<file path="src/rtl/beam_scan_ctrl_if.sv">
// beam_scan_ctrl_if -- control and ROM/datapath signals of the beam scan controller.
//   start/abort/num_angles : sweep request and cancel from the requester
//   sv_addr/sv_en          : steering-vector ROM read port
//   pow_in                 : beam power returned by the datapath
//   busy/done              : sweep status, done is a one-cycle result strobe
//   best_pow/best_idx      : maximum power and its angle index of the last sweep
// master: requester/datapath side; slave: the controller.
interface beam_scan_ctrl_if #(
  parameter int ANGLE_BITS = 8,
  parameter int POW_WIDTH  = 54
);
  logic                  start;
  logic                  abort;
  logic [ANGLE_BITS:0]   num_angles;
  logic [ANGLE_BITS-1:0] sv_addr;
  logic                  sv_en;
  logic [POW_WIDTH-1:0]  pow_in;
  logic                  busy;
  logic                  done;
  logic [POW_WIDTH-1:0]  best_pow;
  logic [ANGLE_BITS-1:0] best_idx;

  modport master (
    output start, abort, num_angles, pow_in,
    input  sv_addr, sv_en, busy, done, best_pow, best_idx
  );

  modport slave (
    input  start, abort, num_angles, pow_in,
    output sv_addr, sv_en, busy, done, best_pow, best_idx
  );
endinterface

</file>
<file path="src/rtl/beam_scan_ctrl.sv">
// beam_scan_ctrl -- sweeps N steering-vector addresses, one per cycle, and tracks
// the angle with the largest returned beam power.
//   clk : system clock, rising edge
//   rst : synchronous active-high reset
//   bus : beam_scan_ctrl_if slave modport (start/abort/num_angles in, ROM
//         address/enable out, pow_in in, busy/done/best_pow/best_idx out)
// pow_in for the issue made at cycle t is sampled at cycle t+1+DP_LAT
// (1-cycle ROM read plus DP_LAT datapath registers).
module beam_scan_ctrl #(
  parameter int ANGLE_BITS = 8,
  parameter int POW_WIDTH  = 54,
  parameter int DP_LAT     = 2
) (
  input logic             clk,
  input logic             rst,
  beam_scan_ctrl_if.slave bus
);

  localparam int L = 1 + DP_LAT;
  localparam logic [ANGLE_BITS:0] N_MAX = {1'b1, {ANGLE_BITS{1'b0}}};

  localparam logic [1:0] IDLE  = 2'd0;
  localparam logic [1:0] SWEEP = 2'd1;
  localparam logic [1:0] DRAIN = 2'd2;
  localparam logic [1:0] DONE  = 2'd3;

  logic [1:0]            state;
  logic [ANGLE_BITS:0]   n_lat;
  logic [ANGLE_BITS:0]   n_sat;
  logic [ANGLE_BITS-1:0] addr;
  logic                  last_issue;
  logic [L-1:0]          vld;
  logic [L-1:0]          vld_next;
  logic [ANGLE_BITS-1:0] tag [L];
  logic [POW_WIDTH-1:0]  best_pow;
  logic [ANGLE_BITS-1:0] best_idx;
  logic                  issuing;
  logic                  active;

  assign issuing = (state == SWEEP);
  assign active  = (state == SWEEP) || (state == DRAIN);

  assign bus.sv_en    = issuing;
  assign bus.sv_addr  = issuing ? addr : '0;
  assign bus.busy     = active;
  assign bus.done     = (state == DONE);
  assign bus.best_pow = best_pow;
  assign bus.best_idx = best_idx;

  always_comb begin
    n_sat      = (bus.num_angles > N_MAX) ? N_MAX : bus.num_angles;
    last_issue = ({1'b0, addr} == (n_lat - 1'b1));
  end

  // Occupancy of the in-flight line after the coming edge; the sweep is drained
  // once nothing would remain in it.
  always_comb begin
    vld_next    = '0;
    vld_next[0] = issuing;
    for (int unsigned i = 1; i < L; i++) begin
      vld_next[i] = vld[i-1];
    end
  end

  always_ff @(posedge clk) begin
    if (rst) begin
      state    <= IDLE;
      n_lat    <= '0;
      addr     <= '0;
      vld      <= '0;
      best_pow <= '0;
      best_idx <= '0;
    end else begin
      vld    <= vld_next;
      tag[0] <= addr;
      for (int unsigned i = 1; i < L; i++) begin
        tag[i] <= tag[i-1];
      end

      // Index 0 always loads so a sweep of all-zero powers still reports index 0.
      if (vld[L-1] && !(active && bus.abort)) begin
        if ((tag[L-1] == '0) || (bus.pow_in > best_pow)) begin
          best_pow <= bus.pow_in;
          best_idx <= tag[L-1];
        end
      end

      case (state)
        IDLE: begin
          if (bus.start) begin
            n_lat    <= n_sat;
            addr     <= '0;
            best_pow <= '0;
            best_idx <= '0;
            state    <= (n_sat == '0) ? DONE : SWEEP;
          end
        end
        SWEEP: begin
          if (bus.abort) begin
            state <= IDLE;
            vld   <= '0;
          end else if (last_issue) begin
            state <= DRAIN;
          end else begin
            addr <= addr + 1'b1;
          end
        end
        DRAIN: begin
          if (bus.abort) begin
            state <= IDLE;
            vld   <= '0;
          end else if (vld_next == '0) begin
            state <= DONE;
          end
        end
        default: state <= IDLE;
      endcase
    end
  end

endmodule

</file>
<file path="src/flat_wrapper.sv">
// flat-port wrapper written by rule: the top's interface ports become plain ports
module beam_scan_ctrl_flat 
#(
  parameter int ANGLE_BITS = 8,
  parameter int POW_WIDTH  = 54,
  parameter int DP_LAT     = 2
)
  (clk, rst, bus_start, bus_abort, bus_num_angles, bus_pow_in, bus_sv_addr, bus_sv_en, bus_busy, bus_done, bus_best_pow, bus_best_idx);
  beam_scan_ctrl_if #(.ANGLE_BITS(ANGLE_BITS), .POW_WIDTH(POW_WIDTH)) bus_i ();
  input logic clk;
  input logic rst;
  input wire logic [$bits(bus_i.start)-1:0] bus_start;
  input wire logic [$bits(bus_i.abort)-1:0] bus_abort;
  input wire logic [$bits(bus_i.num_angles)-1:0] bus_num_angles;
  input wire logic [$bits(bus_i.pow_in)-1:0] bus_pow_in;
  output wire logic [$bits(bus_i.sv_addr)-1:0] bus_sv_addr;
  output wire logic [$bits(bus_i.sv_en)-1:0] bus_sv_en;
  output wire logic [$bits(bus_i.busy)-1:0] bus_busy;
  output wire logic [$bits(bus_i.done)-1:0] bus_done;
  output wire logic [$bits(bus_i.best_pow)-1:0] bus_best_pow;
  output wire logic [$bits(bus_i.best_idx)-1:0] bus_best_idx;
  assign bus_i.start = bus_start;
  assign bus_i.abort = bus_abort;
  assign bus_i.num_angles = bus_num_angles;
  assign bus_i.pow_in = bus_pow_in;
  assign bus_sv_addr = bus_i.sv_addr;
  assign bus_sv_en = bus_i.sv_en;
  assign bus_busy = bus_i.busy;
  assign bus_done = bus_i.done;
  assign bus_best_pow = bus_i.best_pow;
  assign bus_best_idx = bus_i.best_idx;
  beam_scan_ctrl #(.ANGLE_BITS(ANGLE_BITS), .POW_WIDTH(POW_WIDTH), .DP_LAT(DP_LAT)) u_core (.clk(clk), .rst(rst), .bus(bus_i));
endmodule
</file>
<file path="config.mk">
export PLATFORM = sky130hd
export DESIGN_NAME = beam_scan_ctrl_flat
export DESIGN_NICKNAME = d
export VERILOG_FILES = /design/src/rtl/beam_scan_ctrl_if.sv /design/src/rtl/beam_scan_ctrl.sv /design/src/flat_wrapper.sv
export SDC_FILE = /design/constraint.sdc
export NUM_CORES = 1
export LEC_CHECK = 0
export BUFFER_PORTS_ARGS = -buffer_cell sky130_fd_sc_hd__buf_4
export CAP_MARGIN = 30
export CORE_MARGIN = 4
export CORE_UTILIZATION = 35
export DETAILED_ROUTE_END_ITERATION = 10
export SLEW_MARGIN = 20
export SYNTH_ARGS = -nofsm -noshare
export SYNTH_HDL_FRONTEND = slang
export SYNTH_SLANG_ARGS = --single-unit
</file>
<file path="constraint.sdc">
create_clock -name clk -period 3.3 [get_ports clk]
set_clock_uncertainty 0.15 [all_clocks]
set_input_delay 0.33 -clock clk [delete_from_list [all_inputs] [get_ports clk]]
set_output_delay 0.33 -clock clk [all_outputs]
set_load 0.01 [all_outputs]
</file>
; ---- Yosys cells after proc, flatten, opt, wreduce, memory -nomap -nowiden
; Memory sizes are Yosys's and may differ from the RTL's.
; Cells that the tools add are included.
[word_totals]
n_memories = 1
mem_bits_rw = 24
rom_bits = 0
wordCells = 58
inputBits = 67
latch_bits = 0
output_inout_bits = 73
reg_bits = 84
[op_classes]
n_addsub = 2
n_reduce_logical = 13
bitwise = 0
n_eq_ne = 9
mul = 0
div = 0
mux = 25
order_cmp = 2
shifts = 0
[memory_table]
columns = name, words, word_bits, read_ports, rd_clocked_by_memory_dff, wr, line_no
row1 = u_core.tag, 3, 8, 3, 0, 3, beam_scan_ctrl.sv:34  ; logic [ANGLE_BITS-1:0] tag [L];
[op_table]
columns = cell, n
row1 = $mux W54, 4
row2 = $mux W8, 8
row3 = $gt A54 B54 Y1, 1
row4 = $pmux W8 S2, 1
row5 = $mux W2, 6
row6 = $eq A8 B9 Y1, 1
row7 = $gt A9 B9 Y1 const B, 1
row8 = $logic_not A9 Y1, 1
row9 = $mux W9, 1
row10 = $sub A9 B1 Y9 const B, 1
row11 = $add A8 B1 Y8 const B, 1
row12 = $logic_not A8 Y1, 1
row13 = $mux W3, 2
row14 = $ne A2 B2 Y1 const B, 3
row15 = $pmux W2 S3, 1
row16 = $pmux W3 S2, 1
row17 = $eq A2 B2 Y1 const B, 2
row18 = $reduce_and A4 Y1, 1
row19 = $logic_not A3 Y1, 1
row20 = $ne A3 B2 Y1 const B, 1
row21 = $ne A3 B3 Y1 const B, 1
row22 = $reduce_and A3 Y1, 1
row23 = $eq A2 B1 Y1 const B, 1
row24 = $logic_and A1 B1 Y1, 2
row25 = other kinds (6), 7

; ---- Logic depth before layout (Yosys ltp)
; Gate-level depths: netlist of the first run.
[depth]
depth_word = 8
depth_mapped = 11
mapped_depth_nobuf = 9

; ---- Least setup slack after synthesis of the first run
; Ideal clock, no wire load.
[synth_timing]
kind = register to register
start = register u_core.best_pow[4], in the netlist u_core.bus.best_pow[4]
end = register u_core.best_idx[1], in the netlist u_core.bus.best_idx[1]
arrival_ns = 2.406
setup_slack_ns = 0.668
period_less_slack_ns = 2.632
t_required_ns = 3.074
stages_incl_launch_ff = 11
setup_ns = 0.076
n_path_buf = 1
cell_sequence = dfxtp_1 -> inv_1 -> ha_1 -> a21oi_1 -> a21boi_0 -> o31a_1 -> o31a_1 -> o41ai_2 -> clkbuf_1 -> o21ai_0 -> a21boi_0
[synth_via]
elab_chain_len = 6
[synth_lines]
columns = item, line_no
row1 = from (decl), beam_scan_ctrl.sv:35  ; logic [POW_WIDTH-1:0] best_pow;
row2 = from (signal assigned), beam_scan_ctrl.sv:83  ; best_pow <= bus.pow_in;
row3 = $gt A54 B54 Y1 (*), beam_scan_ctrl.sv:82  ; if ((tag[L-1] == '0) || (bus.pow_in > best_pow)) begin
row4 = $logic_or A1 B1 Y1 (*), beam_scan_ctrl.sv:82
row5 = $mux W8 (*), beam_scan_ctrl.sv:82
row6 = $mux W8 (*), beam_scan_ctrl.sv:81  ; if (vld[L-1] && !(active && bus.abort)) begin
row7 = $mux W8, beam_scan_ctrl.sv:90  ; if (bus.start) begin
row8 = $mux W8 (*), beam_scan_ctrl.sv:88  ; case (state)
row9 = to (signal assigned), beam_scan_ctrl.sv:84  ; best_idx <= tag[L-1];
row10 = to (decl), beam_scan_ctrl.sv:36  ; logic [ANGLE_BITS-1:0] best_idx;
; Every way passes the cells marked *; elsewhere a longest branch is shown, timed or not.
; A chain may end at the register's enable or synchronous reset.

; ---- Final worst setup path of the first run
[layout_timing]
start = register u_core.best_pow[11], in the netlist u_core.bus.best_pow[11]
end = register u_core.best_pow[14], in the netlist u_core.bus.best_pow[14]
[layout_via]
elab_chain_len = 6
[layout_lines]
columns = item, line_no
row1 = $gt A54 B54 Y1 (*), beam_scan_ctrl.sv:82
row2 = $logic_or A1 B1 Y1 (*), beam_scan_ctrl.sv:82
row3 = $mux W54 (*), beam_scan_ctrl.sv:82
row4 = $mux W54 (*), beam_scan_ctrl.sv:81
row5 = $mux W54, beam_scan_ctrl.sv:90
row6 = $mux W54 (*), beam_scan_ctrl.sv:88
; Marks and branches as above.

==> results.yml, run 1 <==
outcome:
  status: "finished, final reports clean"
placed_design:
  post-dp-hpwl_microns: 11700
  placed_cells: 1009
  gp_congestion: 0.800
  io_buffers: 139
routing:
  via_count: 5320
  wl_per_cell_microns: 15.6
  first_iter_violations: 327
  first_pass_iters: 4
  viasPerCell: 5.19
  drc_errors: 0
  route.antenna.remaining_nets: 0
  routed_wl_microns: 16000
cells_and_area:
  final_nets: 928
  antenna_cells: 0
  drive_above_1_share: 0.232
  syn2layout_area_growth_pct: 28.5
  instances_no_fill: 1026
  fill_cells: 1614
yosys:
  yosysUniqueCellTypes: 56
  syn_nets: 795
  netlist_instances: 668
  ys.flop_type: "dfxtp_1"
  ys_seq_elements: 108
  synth_edf_count: 24
  synth_area_leader_cell: "dfxtp_1"
  seq_area_frac_synth: 0.404
  yosysWarnings: 0
  synth.top_cell.area_share: 0.283
  async_reset_ff_frac: 0
  syn_avg_cell_area_sq_um: 8.91
  netlist_top_cells_count: "dfxtp_1, o21ai_0, nand3_1, inv_1, ha_1"
  netlist_top_cells_area: "dfxtp_1, ha_1, edfxtp_1, o21ai_0, a21boi_0"
  syn_area_sq_um: 5950
  synth_most_common_cell: "dfxtp_1"
die:
  core_sq_um: 16600
  die_w_microns: 138
  dieArea_sq_um: 19200
  placementRows: 47
  start_util: 0.358
  die_y_microns: 138
  io_pins: 140
power_and_ir_drop:
  p_leak_uw: 0.00288
  powerDensity_nw_per_um2: 417
  vdd_drop_max_mv: 0.301
timing:
  max_freq_ghz: 0.339
  slew_violations: 0
  min_period_ps: 2950
  setup_viol: 0
  tns_ps: 0
  rsz0062_at_grt: "no"
  relSlewSlack: 0.530
  fin_crit_sh: 0.894
  max_slew.worst_pin.slew_ps: 701
  hold_viol_final: 0
clocking:
  hold_buffers: 0
  insertion_delay_ps: 350
  cts.sinks: 108
  cts_setup_buffers: 0
  cts_resized: 0
  htree_levels: 3
  numCtsBuffers: 9
  clkTransAtPathRegs_ps: 70
  clockBufferDepth: 2
  cts_root_buffer: "clkbuf_16"
  cts_tree: "yes"
grt:
  grt_max_degree: 63
  grt-ovfl-total: 0
  antenna_found_initial: 0
  globalRouteTotalUtil: 0.164
  grt_pass1_vias: 5093
  grt_pass1_wl_microns: 26000
worst_hold_path:
  hold_path.class: "primary input to register"
  min_from: "bus_num_angles[2]"
  min_path_cells: 2
  min_to: "u_core.n_lat[2]"
critical_path:
  start_kind: "register"
  cp.arrival_ps: 3080
  r2r_cells: 12
  startpoint: "u_core.bus.best_pow[11]"
  worstReg2RegEnd: "u_core.bus.best_pow[14]"
  r2r_slack_ps: 350
  setup.worst_path.end_class: "register"
  cp_max_fo: 28
  rr_startpoint: "u_core.bus.best_pow[11]"
  path_class: "register to register"
  cp.required_ps: 3430
flow_run:
  cap_violations: 0
==> where the power goes <==
group,switching [uW],internal (uW)
sequential,40.5,1400
clock,519,516
combinational,399,316
==> worst max-delay path by stage <==
stage | end | slack [ps] | cells after the start
after CTS | u_core.bus.best_pow[14] | 40 | 11
after global routing | u_core.bus.best_pow[12] | 150 | 11
final | u_core.bus.best_pow[14] | 350 | 12
after global placement | u_core.bus.best_pow[32] | 100 | 11
after floorplan | u_core.bus.best_idx[1] | 670 | 10
after detailed placement | u_core.bus.best_pow[14] | 20 | 11
==> cell type report <==
cell class / count / area (sq um) / share of cell area
Sequential cell: 108 / 2400 / 0.314
Timing Repair Buffer: 159 / 1260 / 0.165
Clock buffer: 9 / 225 / 0.0294
Clock inverter: 7 / 50.0 / 0.00654
Inverter: 62 / 233 / 0.0304
Multi-Input combinational cell: 461 / 3210 / 0.419
Tap cell: 220 / 275 / 0.0360
==> cells by family (layout without fill, tap and decap cells) <==
| logic type | after synthesis | in the layout | share of synthesized area |
|---|---|---|---|
| fa+ha+maj | 60 | 60 | 0.126 |
| compound gates | 216 | 216 | 0.229 |
| xor+xnor | 9 | 9 | 0.0132 |
| buf+inv | 99 | 237 | 0.0639 |
| flops | 108 | 108 | 0.404 |
| simple gates | 176 | 176 | 0.164 |
==> worst max-delay path: stages, from the launching register on <==
cell and delay (ps):
dfxtp_1 330, inv_1 50, ha_1 300, a21o_1 160, a21o_1 170, a211oi_1 240
buf_4 150, o211ai_1 160, o41ai_4 480, buf_6 230, buf_12 180, o21ai_0 90
a21boi_0 170
==> through the flow <==
| step | instance area (sq um) | hold slack [ps] | setup slack (ps) | total power, uW | util |
|---|---|---|---|---|---|
| after floorplan | 5950 | 250 | 668 | 1910 | - |
| after global placement | 7360 | 251 | 97.6 | 2180 | 0.443 |
| after detailed placement | 7360 | 255 | 17.0 | 2180 | 0.443 |
| after CTS | 7640 | 28.9 | 37.2 | 3240 | 0.459 |
| after global routing | 7650 | 32.0 | 149 | 3370 | 0.460 |
| final | 7650 | 45.7 | 350 | 3190 | 0.460 |
==> routing by layer <==
metal  GRT usage  wire length, microns  vias to the layer above
met3      0.0563                  1170                       25
met1       0.210                  7090                     2477
li1            -                     -                     2678
met4      0.0504                   341                        0
met2       0.262                  7400                      140
met5           0                     0                        -
==> cells in the final DEF (no fill, tap or decap), types with 2 or more instances in the layout <==
cell,n
a211oi_1,3
o31ai_1,4
inv_6,2
and2_1,12
nand4_1,17
xor2_1,2
nor2_1,15
clkinv_4,2
nand2_1,21
or3_2,2
a21boi_1,15
edfxtp_1,24
nand2b_1,3
and4_1,2
o31a_1,2
nor3b_1,5
xnor2_1,7
o211ai_1,2
a21boi_0,49
buf_12,5
a21o_1,3
nor3_1,5
o21bai_1,2
a22o_1,5
inv_1,62
a21oi_4,2
dfxtp_1,84
clkbuf_16,9
nor4_1,6
o21a_1,3
or3_1,3
or4_1,4
buf_4,153
o21ai_0,77
nand3_1,66
o22ai_1,2
nor2b_1,5
ha_1,60
clkinv_1,2
a21oi_1,37
==> state kept, by name, indices dropped and copies added (netlist names) <==
register / count
u_core.n_lat: 9
u_core.addr: 8
u_core.vld: 3
u_core.state: 2
u_core.tag: 24
u_core.bus.best_idx: 8
u_core.bus.best_pow: 54
(Power assumes the default switching activity.)
==> inputs of run 2 (changes only) <==
--- a/config.mk
+++ b/config.mk
@@ -7,6 +7,7 @@
 export LEC_CHECK = 0
 export BUFFER_PORTS_ARGS = -buffer_cell sky130_fd_sc_hd__buf_4
 export CAP_MARGIN = 30
+export CORE_ASPECT_RATIO = 1.2
 export CORE_MARGIN = 4
 export CORE_UTILIZATION = 35
 export DETAILED_ROUTE_END_ITERATION = 10
==> results.yml, run 2 (same netlist as run 1, synthesis figures left out) <==
outcome:
  status: "finished, final reports clean"
grt:
  grt-ovfl-total: 0
  globalRouteTotalUtil: 0.178
  grt_max_degree: 39
  antenna_found_initial: 0
  grt_pass1_vias: 5573
  grt_pass1_wl_microns: 27600
timing:
  max_slew.worst_pin.slew_ps: 846
  rsz0062_at_grt: "no"
  fin_crit_sh: 0.940
  fin_ws_ps: 197
  relSlewSlack: 0.435
  slew_violations: 0
  setup_viol: 0
  tns_ps: 0
  max_freq_ghz: 0.322
  hold_viol_final: 0
  min_period_ps: 3100
critical_path:
  r2r_cells: 10
  start_kind: "register"
  worstReg2RegEnd: "u_core.bus.best_pow[11]"
  cp.required_ps: 3410
  rr_startpoint: "u_core.bus.best_pow[11]"
  r2r_slack_ps: 200
  cp.arrival_ps: 3210
  setup.worst_path.end_class: "register"
  cp_max_fo: 38
  path_class: "register to register"
die:
  dieArea_sq_um: 19200
  die_w_microns: 127
  placementRows: 51
  io_pins: 140
  core_sq_um: 16500
  start_util: 0.362
  die_y_microns: 151
routing:
  route.antenna.remaining_nets: 0
  drc_errors: 0
  wl_per_cell_microns: 16.5
  routed_wl_microns: 16700
  viasPerCell: 5.38
  first_iter_violations: 265
  first_pass_iters: 4
  via_count: 5475
placed_design:
  post-dp-hpwl_microns: 12700
  gp_congestion: 0.835
  place_ws_ps: 208
  io_buffers: 139
cells_and_area:
  largest_register_ffs: 54
  final_common_cell: "buf_4"
  drive_above_1_share: 0.232
  reg.largest.list: "u_core.bus.best_pow x54, u_core.tag x24, u_core.n_lat x9"
  regMostFlops: "u_core.bus.best_pow"
  fill_cells: 1605
  final_nets: 927
  layout_common_cells: "buf_4, dfxtp_1, o21ai_0"
  syn2layout_area_growth_pct: 28.7
  antenna_cells: 0
clocking:
  clockBufferDepth: 2
  hold_buffers: 0
  cts_tree: "yes"
  cts_setup_buffers: 0
  htree_levels: 3
  cts_resized: 0
  numCtsBuffers: 9
  cts.sinks: 108
  insertion_delay_ps: 350
  cts_root_buffer: "clkbuf_16"
  clkTransAtPathRegs_ps: 70
power_and_ir_drop:
  vdd_drop_max_mv: 0.330
  powerDensity_nw_per_um2: 435
  p_total_uw: 3330
  p_leak_uw: 0.00289
worst_hold_path:
  min_from: "bus_num_angles[6]"
  min_path_cells: 2
  min_to: "u_core.n_lat[6]"
  hold_path.class: "primary input to register"
flow_run:
  cap_violations: 0
run 2: changes by cell type in the layout (fill, tap and decap cells not counted):
cell / delta
inv_8: +1
clkinv_1: -1
inv_6: -2
buf_12: -2
buf_4: +1
bufinv_16: +2
run 2: layout make-up:
| class | count | area [sq um] | share of cell area |
|---|---|---|---|
| clock buffer | 9 | 225 | 0.0294 |
| clock inverter | 7 | 100 | 0.0131 |
| inverter | 62 | 233 | 0.0304 |
| multi-input combinational | 461 | 3210 | 0.419 |
| sequential | 108 | 2400 | 0.314 |
| tap | 212 | 265 | 0.0346 |
| timing repair buffer | 158 | 1230 | 0.160 |
run 2: report_power, final:
group	total [uW]	internal [uW]	leakage [uW]	switching, uW
Clock	1180	671	0.000155	509
Combinational	712	306	0.00181	406
Sequential	1440	1400	0.000923	43.0
run 2: how the worst max path moves through the flow:
stage,startpoint,to,depth (start not counted)
finish,u_core.bus.best_pow[11],u_core.bus.best_pow[11],10
global route,u_core.bus.best_pow[13],u_core.bus.best_pow[11],10
CTS,u_core.bus.best_pow[11],u_core.bus.best_pow[28],10
detailed placement,bus_pow_in[11],u_core.bus.best_pow[11],10
global placement,bus_pow_in[11],u_core.bus.best_pow[25],10
floorplan,u_core.bus.best_pow[4],u_core.bus.best_idx[1],10
run 2: stage by stage:
stage	area, sq um	std cells	hold slack, ps	util
2_1_floorplan	5950	668	250	-
3_3_place_gp	7320	1000	251	0.445
3_5_place_dp	7330	1001	255	0.445
4_1_cts	7660	1017	32.0	0.465
5_1_grt	7660	1017	42.5	0.465
6_report	7660	1017	51.1	0.465
run 2: layer usage:
metal | up-vias | part of all wire | track usage
met5 | - | 0 | 0
met4 | 0 | 0.028 | 0.0767
met3 | 34 | 0.059 | 0.0392
met2 | 156 | 0.50 | 0.319
met1 | 2602 | 0.41 | 0.204
li1 | 2683 | - | -
run 2: worst max-delay path, stage by stage (launching register included):
cell	delay (ps)
dfxtp_1	330
inv_1	40
ha_1	300
a21o_1	160
a21o_1	170
a211oi_1	320
o211ai_1	210
o41ai_4	690
buf_12	280
o21ai_0	110
a21boi_0	240
